$ cat src/rtl/controlador_ascensor_pkg.sv
// -----------------------------------------------------------------------------
// controlador_ascensor_pkg
// Shared definitions for the SCAN elevator controller: default floor count,
// FSM state encodings, travel direction and a small constant helper.
// -----------------------------------------------------------------------------
package controlador_ascensor_pkg;

    localparam int N_PISOS_DEF = 10;

    typedef enum logic [1:0] {
        ST_REPOSO   = 2'd0,
        ST_SUBIENDO = 2'd1,
        ST_BAJANDO  = 2'd2,
        ST_PUERTA   = 2'd3
    } estado_t;

    typedef enum logic {
        DIR_SUBIR = 1'b0,
        DIR_BAJAR = 1'b1
    } dir_t;

    function automatic int max_int(input int a, input int b);
        return (a > b) ? a : b;
    endfunction

endpackage

$ cat src/rtl/controlador_ascensor_temporizador.sv
// -----------------------------------------------------------------------------
// temporizador_ascensor
// Loadable down-counter shared by the travel and door phases.
// Ports:
//   clk, reset  - clock, synchronous active-high reset (clears the count)
//   carga       - load 'valor' this cycle (has priority over habilita)
//   habilita    - decrement by one; holds at zero
//   valor       - load value
//   cero        - count is zero
// -----------------------------------------------------------------------------
module temporizador_ascensor #(
    parameter int W = 3
) (
    input  logic         clk,
    input  logic         reset,
    input  logic         carga,
    input  logic         habilita,
    input  logic [W-1:0] valor,
    output logic         cero
);

    logic [W-1:0] cuenta;

    always_ff @(posedge clk) begin
        if (reset)
            cuenta <= '0;
        else if (carga)
            cuenta <= valor;
        else if (habilita && cuenta != '0)
            cuenta <= cuenta - W'(1);
    end

    assign cero = (cuenta == '0);

endmodule

$ cat src/rtl/controlador_ascensor.sv
// -----------------------------------------------------------------------------
// controlador_ascensor
// SCAN elevator scheduler over N_PISOS floors. Consumes the pending-request
// vector, drives motor/door as Moore decodes of the FSM state, tracks the
// current floor and emits a one-cycle one-hot 'atendido' mask that the
// upstream logic uses to clear the served request.
// Ports:
//   clk, reset      - clock, synchronous active-high reset
//   solicitudes     - pending requests, bit i = floor i requested
//   piso_actual     - current floor index
//   motor_subir     - motor driving up   (state SUBIENDO)
//   motor_bajar     - motor driving down (state BAJANDO)
//   puerta_abierta  - door open          (state PUERTA)
//   atendido        - one-hot pulse for the floor just served
// -----------------------------------------------------------------------------
module controlador_ascensor
    import controlador_ascensor_pkg::*;
#(
    parameter int N_PISOS  = N_PISOS_DEF,
    parameter int T_VIAJE  = 4,
    parameter int T_PUERTA = 3
) (
    input  logic                       clk,
    input  logic                       reset,
    input  logic [N_PISOS-1:0]         solicitudes,
    output logic [$clog2(N_PISOS)-1:0] piso_actual,
    output logic                       motor_subir,
    output logic                       motor_bajar,
    output logic                       puerta_abierta,
    output logic [N_PISOS-1:0]         atendido
);

    localparam int PW = $clog2(N_PISOS);
    localparam int TW = $clog2(max_int(T_VIAJE, T_PUERTA)) + 1;

    estado_t             estado, estado_sig;
    dir_t                dir, dir_sig;
    logic [PW-1:0]       piso_sig;
    logic [N_PISOS-1:0]  atendido_sig;
    logic                t_carga, t_hab, t_cero;
    logic [TW-1:0]       t_valor;
    logic                aqui, arriba, abajo, ya_atendido;

    function automatic logic hay_arriba(input logic [N_PISOS-1:0] v, input logic [PW-1:0] p);
        hay_arriba = 1'b0;
        for (int i = 0; i < N_PISOS; i++)
            if (i > int'(p) && v[i]) hay_arriba = 1'b1;
    endfunction

    function automatic logic hay_abajo(input logic [N_PISOS-1:0] v, input logic [PW-1:0] p);
        hay_abajo = 1'b0;
        for (int i = 0; i < N_PISOS; i++)
            if (i < int'(p) && v[i]) hay_abajo = 1'b1;
    endfunction

    function automatic logic en_piso(input logic [N_PISOS-1:0] v, input logic [PW-1:0] p);
        en_piso = 1'b0;
        for (int i = 0; i < N_PISOS; i++)
            if (i == int'(p) && v[i]) en_piso = 1'b1;
    endfunction

    function automatic logic [N_PISOS-1:0] onehot(input logic [PW-1:0] p);
        onehot = '0;
        for (int i = 0; i < N_PISOS; i++)
            if (i == int'(p)) onehot[i] = 1'b1;
    endfunction

    assign aqui        = en_piso(solicitudes, piso_actual);
    assign arriba      = hay_arriba(solicitudes, piso_actual);
    assign abajo       = hay_abajo(solicitudes, piso_actual);
    // The request being cleared this very cycle is still visible upstream;
    // it must not count as a fresh press while the door is open.
    assign ya_atendido = en_piso(atendido, piso_actual);

    temporizador_ascensor #(.W(TW)) u_timer (
        .clk      (clk),
        .reset    (reset),
        .carga    (t_carga),
        .habilita (t_hab),
        .valor    (t_valor),
        .cero     (t_cero)
    );

    always_ff @(posedge clk) begin
        if (reset) begin
            estado      <= ST_REPOSO;
            dir         <= DIR_SUBIR;
            piso_actual <= '0;
            atendido    <= '0;
        end else begin
            estado      <= estado_sig;
            dir         <= dir_sig;
            piso_actual <= piso_sig;
            atendido    <= atendido_sig;
        end
    end

    always_comb begin
        estado_sig   = estado;
        dir_sig      = dir;
        piso_sig     = piso_actual;
        atendido_sig = '0;
        t_carga      = 1'b0;
        t_hab        = 1'b0;
        t_valor      = '0;
        case (estado)
            ST_REPOSO: begin
                if (aqui) begin
                    estado_sig   = ST_PUERTA;
                    atendido_sig = onehot(piso_actual);
                    t_carga      = 1'b1;
                    t_valor      = TW'(T_PUERTA - 1);
                end else if (dir == DIR_SUBIR) begin
                    if (arriba) begin
                        estado_sig = ST_SUBIENDO;
                    end else if (abajo) begin
                        estado_sig = ST_BAJANDO;
                        dir_sig    = DIR_BAJAR;
                    end
                end else begin
                    if (abajo) begin
                        estado_sig = ST_BAJANDO;
                    end else if (arriba) begin
                        estado_sig = ST_SUBIENDO;
                        dir_sig    = DIR_SUBIR;
                    end
                end
                if (!aqui && (arriba || abajo)) begin
                    t_carga = 1'b1;
                    t_valor = TW'(T_VIAJE - 1);
                end
            end
            ST_SUBIENDO: begin
                if (t_cero) begin
                    piso_sig   = piso_actual + PW'(1);
                    estado_sig = ST_REPOSO;
                end else begin
                    t_hab = 1'b1;
                end
            end
            ST_BAJANDO: begin
                if (t_cero) begin
                    piso_sig   = piso_actual - PW'(1);
                    estado_sig = ST_REPOSO;
                end else begin
                    t_hab = 1'b1;
                end
            end
            ST_PUERTA: begin
                if (aqui && !ya_atendido) begin
                    atendido_sig = onehot(piso_actual);
                    t_carga      = 1'b1;
                    t_valor      = TW'(T_PUERTA - 1);
                end else if (t_cero) begin
                    estado_sig = ST_REPOSO;
                end else begin
                    t_hab = 1'b1;
                end
            end
            default: estado_sig = ST_REPOSO;
        endcase
    end

    assign motor_subir    = (estado == ST_SUBIENDO);
    assign motor_bajar    = (estado == ST_BAJANDO);
    assign puerta_abierta = (estado == ST_PUERTA);

endmodule
$ cat config.mk
export PLATFORM = sky130hd
export DESIGN_NAME = controlador_ascensor
export DESIGN_NICKNAME = d
export VERILOG_FILES = /design/src/rtl/controlador_ascensor_pkg.sv /design/src/rtl/controlador_ascensor_temporizador.sv /design/src/rtl/controlador_ascensor.sv
export SDC_FILE = /design/constraint.sdc
export NUM_CORES = 1
export LEC_CHECK = 0
export CORE_ASPECT_RATIO = 0.8
export CORE_MARGIN = 1.5
export CORE_UTILIZATION = 55
export CTS_CLUSTER_DIAMETER = 50
export DETAILED_ROUTE_END_ITERATION = 8
export PLACE_DENSITY_LB_ADDON = 0.25
export SLEW_MARGIN = 20
export SYNTH_ARGS = -nofsm -noshare
export SYNTH_HDL_FRONTEND = slang
export SYNTH_SLANG_ARGS = --single-unit
$ cat constraint.sdc
create_clock -name clk -period 7.06 [get_ports clk]
set_input_delay 1.412 -clock clk [delete_from_list [all_inputs] [get_ports clk]]
set_output_delay 1.412 -clock clk [all_outputs]
set_load 0.02 [all_outputs]
# Yosys cells after proc, flatten, opt, wreduce, memory -nomap -nowiden
# Cells that the tools add are included.
[op_classes]
n_addsub = 3
n_lt_le_gt_ge = 19
n_eq_ne = 16
n_mux = 82
bitwise = 1
n_reduce_logical = 55
[op_table]
columns = ["operator", "n"]
rows = [
  ["1-bit two-way mux", 59],
  ["1-bit logical AND", 42],
  ["4-bit equality test (first input constant)", 6],
  ["10-bit two-way mux", 2],
  ["2-bit two-way mux", 10],
  ["10-bit case mux with 2 select lines", 1],
  ["3-bit by 4-bit > comparator with 1-bit output (first input constant)", 4],
  ["3-bit by 4-bit less-than comparator with 1-bit output (first input constant)", 4],
  ["3-bit two-way mux", 3],
  ["3-bit by 4-bit equality test with 1-bit output (first input constant)", 2],
  ["2-bit by 4-bit > comparator with 1-bit output (first input constant)", 2],
  ["4-bit > comparator (first input constant)", 2],
  ["1-bit by 4-bit less-than comparator with 1-bit output (first input constant)", 2],
  ["2-bit by 4-bit less-than comparator with 1-bit output (first input constant)", 2],
  ["4-bit less-than comparator (first input constant)", 2],
  ["4-bit two-way mux", 2],
  ["4-bit case mux with 2 select lines", 1],
  ["2-bit case mux with 3 select lines", 1],
  ["3-bit case mux with 2 select lines", 1],
  ["4-bit by 1-bit adder with 4-bit output (second input constant)", 1],
  ["2-bit equality test (second input constant)", 2],
  ["2-bit by 4-bit equality test with 1-bit output (first input constant)", 1],
  ["1-bit by 4-bit > comparator with 1-bit output (first input constant)", 1],
  ["4-bit zero test", 1],
  ["17 further kinds", 22],
]
[word_totals]
regBits = 20
inputBits = 12
output_inout_bits = 17
wordCells = 181

# Logic depth before layout (Yosys ltp)
# Gate-level depths: netlist of the first run.
[depth]
depth_word = 19
depth_mapped = 10
depth_no_buf = 9

# Modules after synthesis
# Synthesis of the first run repeated with hierarchy kept, for this count alone.
[unflattened]
cells_unflattened = 166
hier_area_um2 = 1491.4
[by_module_without_submodules]
columns = ["module", "instances", "cells_per_inst", "area_each_um2", "seq_area_each_um2"]
rows = [
  ["controlador_ascensor", 1, 145, 1308.8, 340.3],
  ["temporizador_ascensor", 1, 21, 182.7, 60.1],
]

# Worst setup path before layout of the first run
# No wires, ideal clock.
[synth_path]
kind = "input-to-reg"
from = "input port solicitudes[7]"
to = "register u_timer.cuenta[0]"
setup_time_ns = 0.086
arrival_ns = 2.777
required_ns = 6.974
setup_slack_ns = 4.196
stages = 7
path_buffers = 0
path_cell_list = "a211o_1 a222oi_1 nand4_1 o41ai_2 a21bo_2 nand2_2 a221oi_2"
[synth_via]
elab_chain_len = 9
elab_cells_between_ends = 27
classes_between = "mux (18); reduce/logical (9)"
[synth_rtl]
columns = ["item", "line_no", "source"]
rows = [
  ["from (decl)", "controlador_ascensor.sv:25", "input logic [N_PISOS-1:0] solicitudes,"],
  ["1-bit logical AND, on equally long branches", "controlador_ascensor.sv:59, controlador_ascensor.sv:47, controlador_ascensor.sv:53", ""],
  ["1-bit two-way mux, on equally long branches (3 in a row)", "controlador_ascensor.sv:59, controlador_ascensor.sv:47, controlador_ascensor.sv:53", ""],
  ["1-bit zero test, or another cell as far along", "controlador_ascensor.sv:128", "if (!aqui && (arriba || abajo)) begin"],
  ["1-bit logical AND or 1-bit two-way mux (tied branches)", "controlador_ascensor.sv:128, controlador_ascensor.sv:150", ""],
  ["3-bit two-way mux, or another cell as far along", "controlador_ascensor.sv:128", ""],
  ["3-bit case mux with 2 select lines, or another cell as far along", "controlador_ascensor.sv:106", "case (estado)"],
  ["3-bit two-way mux or 2-bit nonzero test (tied branches)", "n/a", ""],
  ["to (signal assigned)", "controlador_ascensor_temporizador.sv:28", "cuenta <= valor;"],
  ["to (signal assigned)", "controlador_ascensor_temporizador.sv:30", "cuenta <= cuenta - W'(1);"],
  ["to (decl)", "controlador_ascensor_temporizador.sv:22", "logic [W-1:0] cuenta;"],
]
# Parallel ways exist; a longest one is shown, timed or not.
# A chain may end at the register's enable or synchronous reset.

# Worst setup path after layout of the first run
[layout_path]
from = "register piso_actual[2]"
to = "output port piso_actual[2]"
[layout_rtl]
columns = ["item", "line_no", "source"]
rows = [
  ["from (decl)", "controlador_ascensor.sv:26", "output logic [$clog2(N_PISOS)-1:0] piso_actual,"],
  ["from (signal assigned)", "controlador_ascensor.sv:93", "piso_actual <= piso_sig;"],
]
# No word-level cell between the ends.

==> results of run 1 <==
[path summary, 6_finish.rpt]
check | from | end | depth (start not counted)
min | dir | dir | 2
max reg2reg | piso_actual[0] | u_timer.cuenta[0] | 8
min reg2reg | dir | dir | 2
max | piso_actual[2] | piso_actual[2] | 1
[flip-flops by register name, summed over array words and instances (netlist names)]
| name | count |
|---|---|
| atendido | 10 |
| dir | 1 |
| estado | 2 |
| piso_actual | 4 |
| u_timer.cuenta | 3 |
[layer usage]
metal,global-route usage,up-vias,wire length (µm)
met2,0.4058,70,1653
met5,0,-,0
li1,-,673,-
met4,0.1185,0,93
met1,0.3859,666,1702
met3,0.07219,12,302
[through the flow]
| stage | util | area, µm² | hold WS, ps | worst slack, ps |
|---|---|---|---|---|
| floorplan | - | 1413 | 455.1 | 4196 |
| global placement | 0.6936 | 1694 | 474.0 | 3609 |
| detailed placement | 0.6936 | 1694 | 477.2 | 3484 |
| CTS | 0.7152 | 1747 | 495.5 | 3811 |
| global route | 0.7152 | 1747 | 536.1 | 3672 |
| finish | 0.7152 | 1747 | 500.5 | 3767 |
[cell type report]
type                       instances  area share
clock inverter                     1     0.01719
tap                               36     0.02579
inverter                          14     0.03009
timing repair buffer              28      0.1605
sequential                        20      0.2292
clock buffer                       3     0.01289
multi-input combinational        131      0.5244
[kinds of logic (layout without fill, tap and decap cells)]
kind of cell,count (synthesis),in the layout
flip-flops,20,20
AO/OA/AOI/OAI,51,51
buffers and inverters,20,46
adder cells (fa/ha/maj),11,11
AND/OR/NAND/NOR,65,65
multiplexers,1,1
XOR/XNOR,3,3
[power groups by stage]
stage / logic (mW) / registers [mW] / clock network [mW]
2_1_floorplan: 0.266 / 0.164 / 0
3_3_place_gp: 0.345 / 0.164 / 0
3_5_place_dp: 0.359 / 0.166 / 0
4_1_cts: 0.361 / 0.164 / 0.0979
5_1_grt: 0.403 / 0.169 / 0.101
6_report: 0.367 / 0.165 / 0.0975
[cell usage after synthesis (3+ instances only)]
cell type  instances
nor3_1             4
o21ai_1            3
nor4_1             3
dfxtp_1           20
ha_1              11
o21ai_0            8
nand4b_1           3
nor2b_1            3
a211oi_1           4
or3_1              3
a21oi_1           10
inv_1             14
nand2_1           10
a22oi_1            6
nor2_1            19
==> out/metrics.cfg, run 1 <==
[cts]
htree_levels = 1
ctsHoldBuffers = 0
cts_resized = 0
clock_latency_ps = 320
cts.sinks = 20
ctsRootBufferMaster = clkbuf_4
cts_setup_buffers = 0
cts_tree = yes
clockBufferDepth = 2
cts_buffers = 3
clk_pin_slew_ps = 130

[logic_synthesis]
synth_top_area_cell = dfxtp_1
yosys_register_bits = 20
synth_adder_area_share = 0.09743
synthXorXnorAreaFrac = 0.01860
synthFlopType = dfxtp_1
synth_nets = 194
ys_seq_area_frac = 0.2834
synth-simple-area-share = 0.2622
synthTopCellsByArea = dfxtp_1 (28%), ha_1 (9.7%), nor2_1 (5.0%), inv_1 (3.7%), a21oi_1 (3.5%)
syn_inst = 171
netlist.area_leader.share = 0.2834
synth_compound_gate_area_share = 0.2631
yosysUniqueCellTypes = 56
yosysWarnings = 0
synth_top_family_by_area = compound AO/OA/AOI/OAI gates
synth_edf_count = 0
syn_avg_cell_area_um2 = 8.261
async_reset_ff_frac = 0
synth_mux_area_frac = 0.007086
netlist_area_mm2 = 0.001413

[detailed_routing]
vias = 1421
drtIter0Drc = 131
via_per_inst = 6.099
dr.pass1.iters = 4
wl_mm = 3.752
route.detailed.drc = 0
wl_per_cell_um = 16.10
antenna_left = 0

[place]
dpl.hpwl_mm = 2.760
globalplace.congestion = 0.9716
numPortBuffers = 28
dp_cells = 229

[critical_path]
arrival_ps = 1880
slowest_delay_ps = 820
cp_top_family = flip-flops
crit_fanout = 24
crit_required_ps = 5650
crit_path_end_kind = output pin
reg2reg_slack_ps = 4150
cp_slowest_cell = dfxtp_1
crit_chain = clkdlybuf4s50_1
criticalPathCategory = reg2out
path_buf_inv = 1
worstSetupStartpointType = flop

[finish]
num-fill-cells = 191
multiInputGateArea_um2 = 915.9
fin_cells = 233
area_growth_pct = 23.65
final_common_cell = clkdlybuf4s50_1
seqCellArea_um2 = 400.4
final_cell_mix = clkdlybuf4s50_1 (28), dfxtp_1 (20), nor2_1 (19), inv_1 (14), ha_1 (11)
drive_gt1_frac = 0.06599
n_antenna_cell = 0
nNetsFinal = 221

[grt]
antenna_found_initial = 0
grt_pass1_vias = 1376
grt_use_total = 0.2787
grt_pass1_wl_mm = 6.265
grt.overflow.total = 0
grt_max_degree = 25

[sta]
finalCritPeriodShare = 0.4665
rsz0062_at_grt = no
relSlewSlack = 0.5093
period_needed_ps = 3293
fmax_ghz = 0.3037
finalHoldViolCount = 0
setup_tns_ps = 0
setup_viol = 0
fin_skew_ps = 9.949
maxSlewViolCount = 0
worst_pin_slew_ps = 735.1

[hold_path]
hold_path.class = reg2reg

[floorplan]
core_area_mm2 = 0.002442
floorplan.rows = 16
start_util = 0.5784
ioPinCount = 29
fp.dieW_um = 59.66
dieArea_mm2 = 0.002883
die_h_um = 48.33

[power]
total_power_uw = 629.2
sequentialPowerShare = 0.263
clkPwrFrac = 0.155
p_sw_uw = 286.5
cellInternalPower_uw = 342.7
combPwrFrac = 0.583
p_leak_nw = 0.6496
powerDensity_mw_per_mm2 = 360.2
ir_drop_mv = 0.2944
swShare = 0.4553

[run]
cap_violations = 0

[run_status]
status = complete, no violations

Power figures use the tool's default switching activity.
==> inputs of run 2 (changes only) <==
--- a/config.mk
+++ b/config.mk
@@ -7,7 +7,7 @@
 export LEC_CHECK = 0
 export CORE_ASPECT_RATIO = 0.8
 export CORE_MARGIN = 1.5
-export CORE_UTILIZATION = 55
+export CORE_UTILIZATION = 46
 export CTS_CLUSTER_DIAMETER = 50
 export DETAILED_ROUTE_END_ITERATION = 8
 export PLACE_DENSITY_LB_ADDON = 0.25
==> constraint.sdc (replaced) <==
create_clock -name clk -period 2.8 [get_ports clk]
set_input_delay 0.56 -clock clk [delete_from_list [all_inputs] [get_ports clk]]
set_output_delay 0.56 -clock clk [all_outputs]
set_load 0.02 [all_outputs]
==> out/metrics.cfg, run 2 (synthesis gave the netlist of run 1 again) <==
[run_status]
status = complete, no violations

[place]
globalplace.congestion = 0.8930
dp_worst_setup_slack_ps = 77.17
numPortBuffers = 28
dpl.hpwl_mm = 2.788

[cts]
ctsRootBufferMaster = clkbuf_8
cts_tree = yes
cts.sinks = 20
cts_setup_buffers = 0
clockBufferDepth = 2
cts_buffers = 3
htree_levels = 1
clk_pin_slew_ps = 80
clock_latency_ps = 260
ctsHoldBuffers = 0

[power]
p_leak_nw = 0.6741
ir_drop_mv = 0.6255
total_power_mw = 1.598
powerDensity_mw_per_mm2 = 892.9

[finish]
drive_gt1_frac = 0.08955
nNetsFinal = 225
n_antenna_cell = 0
final_common_cell = clkdlybuf4s50_1
reg_top3 = atendido (10), piso_actual (4), u_timer.cuenta (3)
final_cell_mix = clkdlybuf4s50_1 (28), dfxtp_1 (20), nor2_1 (19), inv_1 (14), ha_1 (11)
largest_reg_flops = 10
area_growth_pct = 26.66
largest-register = atendido

[critical_path]
crit_fanout = 8
slowest_delay_ps = 490
criticalPathCategory = reg2reg
crit_required_ps = 2970
r2r-start = piso_actual[0]
cp_common_cell = inv_1
crit_path_end_kind = flop
arrival_ps = 2760
crit_chain = inv_1, ha_1, inv_1, a211oi_1, o32ai_2, o41ai_2, or3b_2, a221oi_2
crit_start = piso_actual[0]
worstSetupStartpointType = flop
cp_slowest_cell = or3b_2

[sta]
finalHoldViolCount = 0
rsz0062_at_grt = no
setup_tns_ps = 0
setup_viol = 0
fin_skew_ps = 1.270
relSlewSlack = 0.6047
fmax_ghz = 0.3860
worst_pin_slew_ps = 592.2
worst_slack_ps = 209.4
period_needed_ps = 2591
maxSlewViolCount = 0
finalCritPeriodShare = 0.9252

[floorplan]
dieArea_mm2 = 0.003414
ioPinCount = 29
fp.dieW_um = 64.96
die_h_um = 52.57
start_util = 0.4993
core_area_mm2 = 0.002829
floorplan.rows = 17

[grt]
grt_max_degree = 20
grt.overflow.total = 0
grt_pass1_wl_mm = 6.141
grt_pass1_vias = 1312
antenna_found_initial = 0
grt_use_total = 0.2336

[detailed_routing]
wl_mm = 3.652
dr.pass1.iters = 4
via_per_inst = 5.787
route.detailed.drc = 0
drtIter0Drc = 72
vias = 1383
antenna_left = 0
wl_per_cell_um = 15.28

[hold_path]
hold_path.class = reg2reg
hp-start = dir

[run]
cap_violations = 0

## run 2: cell types whose count changed in the layout (fill, tap and decap cells not counted)
cell / before / now
bufinv_16: 1 / 0
o32ai_1: 1 / 0
clkbuf_4: 3 / 0
o32ai_2: 1 / 2
buf_4: 0 / 4
clkbuf_8: 0 / 4
## run 2: stage by stage
stage	hold slack, ps	area, µm²	util	cells
3_5_place_dp	486.4	1727	0.6103	235
5_1_grt	546.9	1789	0.6325	239
2_1_floorplan	455.1	1413	-	171
3_3_place_gp	468.1	1727	0.6103	235
6_report	495.0	1789	0.6325	239
4_1_cts	499.6	1782	0.6298	239
## run 2: worst max-delay path: cells and delay by family (launching register included)
family | cells | cell delay (ps)
compound gates | 4 | 930
fa+ha+maj | 1 | 330
buf+inv | 2 | 330
flops | 1 | 410
simple gates | 1 | 490
## run 2: path summary, 6_finish.rpt
check	slack [ps]	cells after the start	to
max	210	8	u_timer.cuenta[0]
min	500	2	dir
max reg2reg	210	8	u_timer.cuenta[0]
min reg2reg	500	2	dir
## run 2: where the power goes
part | switching [mW] | internal, mW
clock network | 0.0987 | 0.125
logic | 0.555 | 0.424
registers | 0.0607 | 0.335
total | 0.714 | 0.884
## run 2: repair_timing
action                                  CTS  global route
endpoints found under the hold margin     0             0
resized for setup                         0             1
endpoints found under the setup margin    0             3
## run 2: per-layer routing
metal	wire length, µm	global-route usage
met1	1691	0.3158
met2	1734	0.3763
met3	202	0.05161
met5	0	0
met4	23	0.06383
## run 2: layout make-up
class,instances,area (µm²)
repair buffers,32,310.3
inverters,14,52.55
multi-input cells,131,923.4
clock buffers,4,55.05
flip-flops and latches,20,400.4
well taps,38,47.55
fillers,238,1040
==> inputs of run 3 (changes only) <==
--- a/config.mk
+++ b/config.mk
@@ -5,8 +5,8 @@
 export SDC_FILE = /design/constraint.sdc
 export NUM_CORES = 1
 export LEC_CHECK = 0
-export CORE_ASPECT_RATIO = 0.8
-export CORE_MARGIN = 1.5
+export CORE_ASPECT_RATIO = 0.7
+export CORE_MARGIN = 10
 export CORE_UTILIZATION = 46
 export CTS_CLUSTER_DIAMETER = 50
 export DETAILED_ROUTE_END_ITERATION = 8
==> out/metrics.cfg, run 3 (synthesis gave the netlist of run 1 again) <==
[grt]
grt_pass1_vias = 1372
antenna_found_initial = 0
grt.overflow.total = 0
grt_pass1_wl_mm = 6.686
grt_max_degree = 25
grt_use_total = 0.1436

[finish]
largest_reg_flops = 10
final_common_cell = clkdlybuf4s50_1
drive_gt1_frac = 0.1089
reg_top3 = atendido (10), piso_actual (4), u_timer.cuenta (3)
num-fill-cells = 257
largest-register = atendido
nNetsFinal = 226
final_cell_mix = clkdlybuf4s50_1 (28), nor2_1 (19), dfxtp_1 (19), inv_1 (14)
n_antenna_cell = 0
area_growth_pct = 27.37

[critical_path]
crit_chain = inv_1, ha_1, a22oi_1, a221oi_2, or3b_1, o32ai_1, buf_4, nand4_1, nor2_1
crit_required_ps = 2990
r2r-start = piso_actual[0]
arrival_ps = 2880
crit_start = piso_actual[0]
worstSetupStartpointType = flop
cp_slowest_cell = dfxtp_1
criticalPathCategory = reg2reg
crit_fanout = 7
crit_path_end_kind = flop
slowest_delay_ps = 430

[floorplan]
die_h_um = 66.37
floorplan.rows = 16
ioPinCount = 29
core_area_mm2 = 0.002863
fp.dieW_um = 86.24
dieArea_mm2 = 0.005723
start_util = 0.4934

[detailed_routing]
dr.pass1.iters = 8
wl_per_cell_um = 17.50
via_per_inst = 6.147
wl_mm = 4.164
antenna_left = 0
drtIter0Drc = 231
route.detailed.drc = 0
vias = 1463

[power]
p_leak_nw = 0.6723
powerDensity_mw_per_mm2 = 901.0
ir_drop_mv = 0.5276

[sta]
finalHoldViolCount = 0
relSlewSlack = 0.6013
rsz0062_at_grt = no
worst_pin_slew_ps = 597.3
fmax_ghz = 0.3726
period_needed_ps = 2684
setup_viol = 0
whs_ps = 507.3
maxSlewViolCount = 0
finalCritPeriodShare = 0.9586
setup_tns_ps = 0
fin_skew_ps = 1.864

[hold_path]
hold_path.class = reg2reg
hp-start = estado[0]

[place]
globalplace.congestion = 0.9507
numPortBuffers = 28
dpl.hpwl_mm = 3.201

[cts]
clk_pin_slew_ps = 80
cts_tree = yes
htree_levels = 1
clockBufferDepth = 2
clock_latency_ps = 260
ctsHoldBuffers = 0
ctsRootBufferMaster = clkbuf_8
cts_buffers = 3
cts.sinks = 20

[run_status]
status = complete, no violations

[run]
cap_violations = 0

-- run 3: cell types whose count changed in the layout (fill, tap and decap cells not counted), sizes merged --
cell / change
buf: +1
-- run 3: power breakdown --
group          leakage [nW]  switching, mW  total (mW)  internal, mW
registers             0.163         0.0670       0.402         0.335
clock network        0.0288          0.102       0.227         0.125
logic                 0.480          0.570       0.991         0.421
total                 0.672          0.739        1.62         0.882
-- run 3: metrics by stage --
| stage | instances | worst slack, ps | util | area, µm² | power [mW] |
|---|---|---|---|---|---|
| 5_1_grt | 238 | 23.55 | 0.6285 | 1799 | 1.736 |
| 6_report | 238 | 115.8 | 0.6285 | 1799 | 1.621 |
| 3_3_place_gp | 233 | 186.4 | 0.6023 | 1724 | 1.340 |
| 2_1_floorplan | 171 | 229.4 | - | 1413 | 1.082 |
| 3_5_place_dp | 233 | 56.25 | 0.6023 | 1724 | 1.368 |
| 4_1_cts | 237 | 134.6 | 0.6215 | 1779 | 1.599 |
-- run 3: worst max-delay path: cells and delay by family, from the launching register on --
family	cells	cell delay, ps
AOI/OAI and AO/OA	3	760
adders and majority gates	1	320
buffers and inverters	2	340
DFF	1	430
and+or+nand+nor	3	770
-- run 3: what timing repair did --
| item | 4_1_cts | 5_1_grt |
|---|---|---|
| setup endpoints to repair | 0 | 7 |
| gates resized for setup | 0 | 4 |
| setup buffers | 0 | 1 |
-- run 3: layout make-up --
class                      instances  area, µm²  share of cell area
multi-input combinational        131      927.1              0.5153
clock buffer                       4      55.05             0.03060
sequential                        20      401.6              0.2232
inverter                          14      52.55             0.02921
timing repair buffer              33      317.8              0.1766
tap                               36      45.04             0.02503
-- run 3: path summary, 6_finish.rpt --
check | end | slack (ps) | cells after the start
min | estado[0] | 510 | 2
max | atendido[7] | 120 | 9
max reg2reg | atendido[7] | 120 | 9
min reg2reg | estado[0] | 510 | 2
-- run 3: layer usage --
| metal | routed length [µm] | track usage | vias to the layer above | share of wire |
|---|---|---|---|---|
| met4 | 82 | 0.05242 | 0 | 0.020 |
| li1 | - | - | 689 | - |
| met1 | 1723 | 0.1860 | 679 | 0.41 |
| met5 | 0 | 0 | - | 0 |
| met2 | 1897 | 0.2130 | 85 | 0.46 |
| met3 | 461 | 0.05172 | 10 | 0.11 |
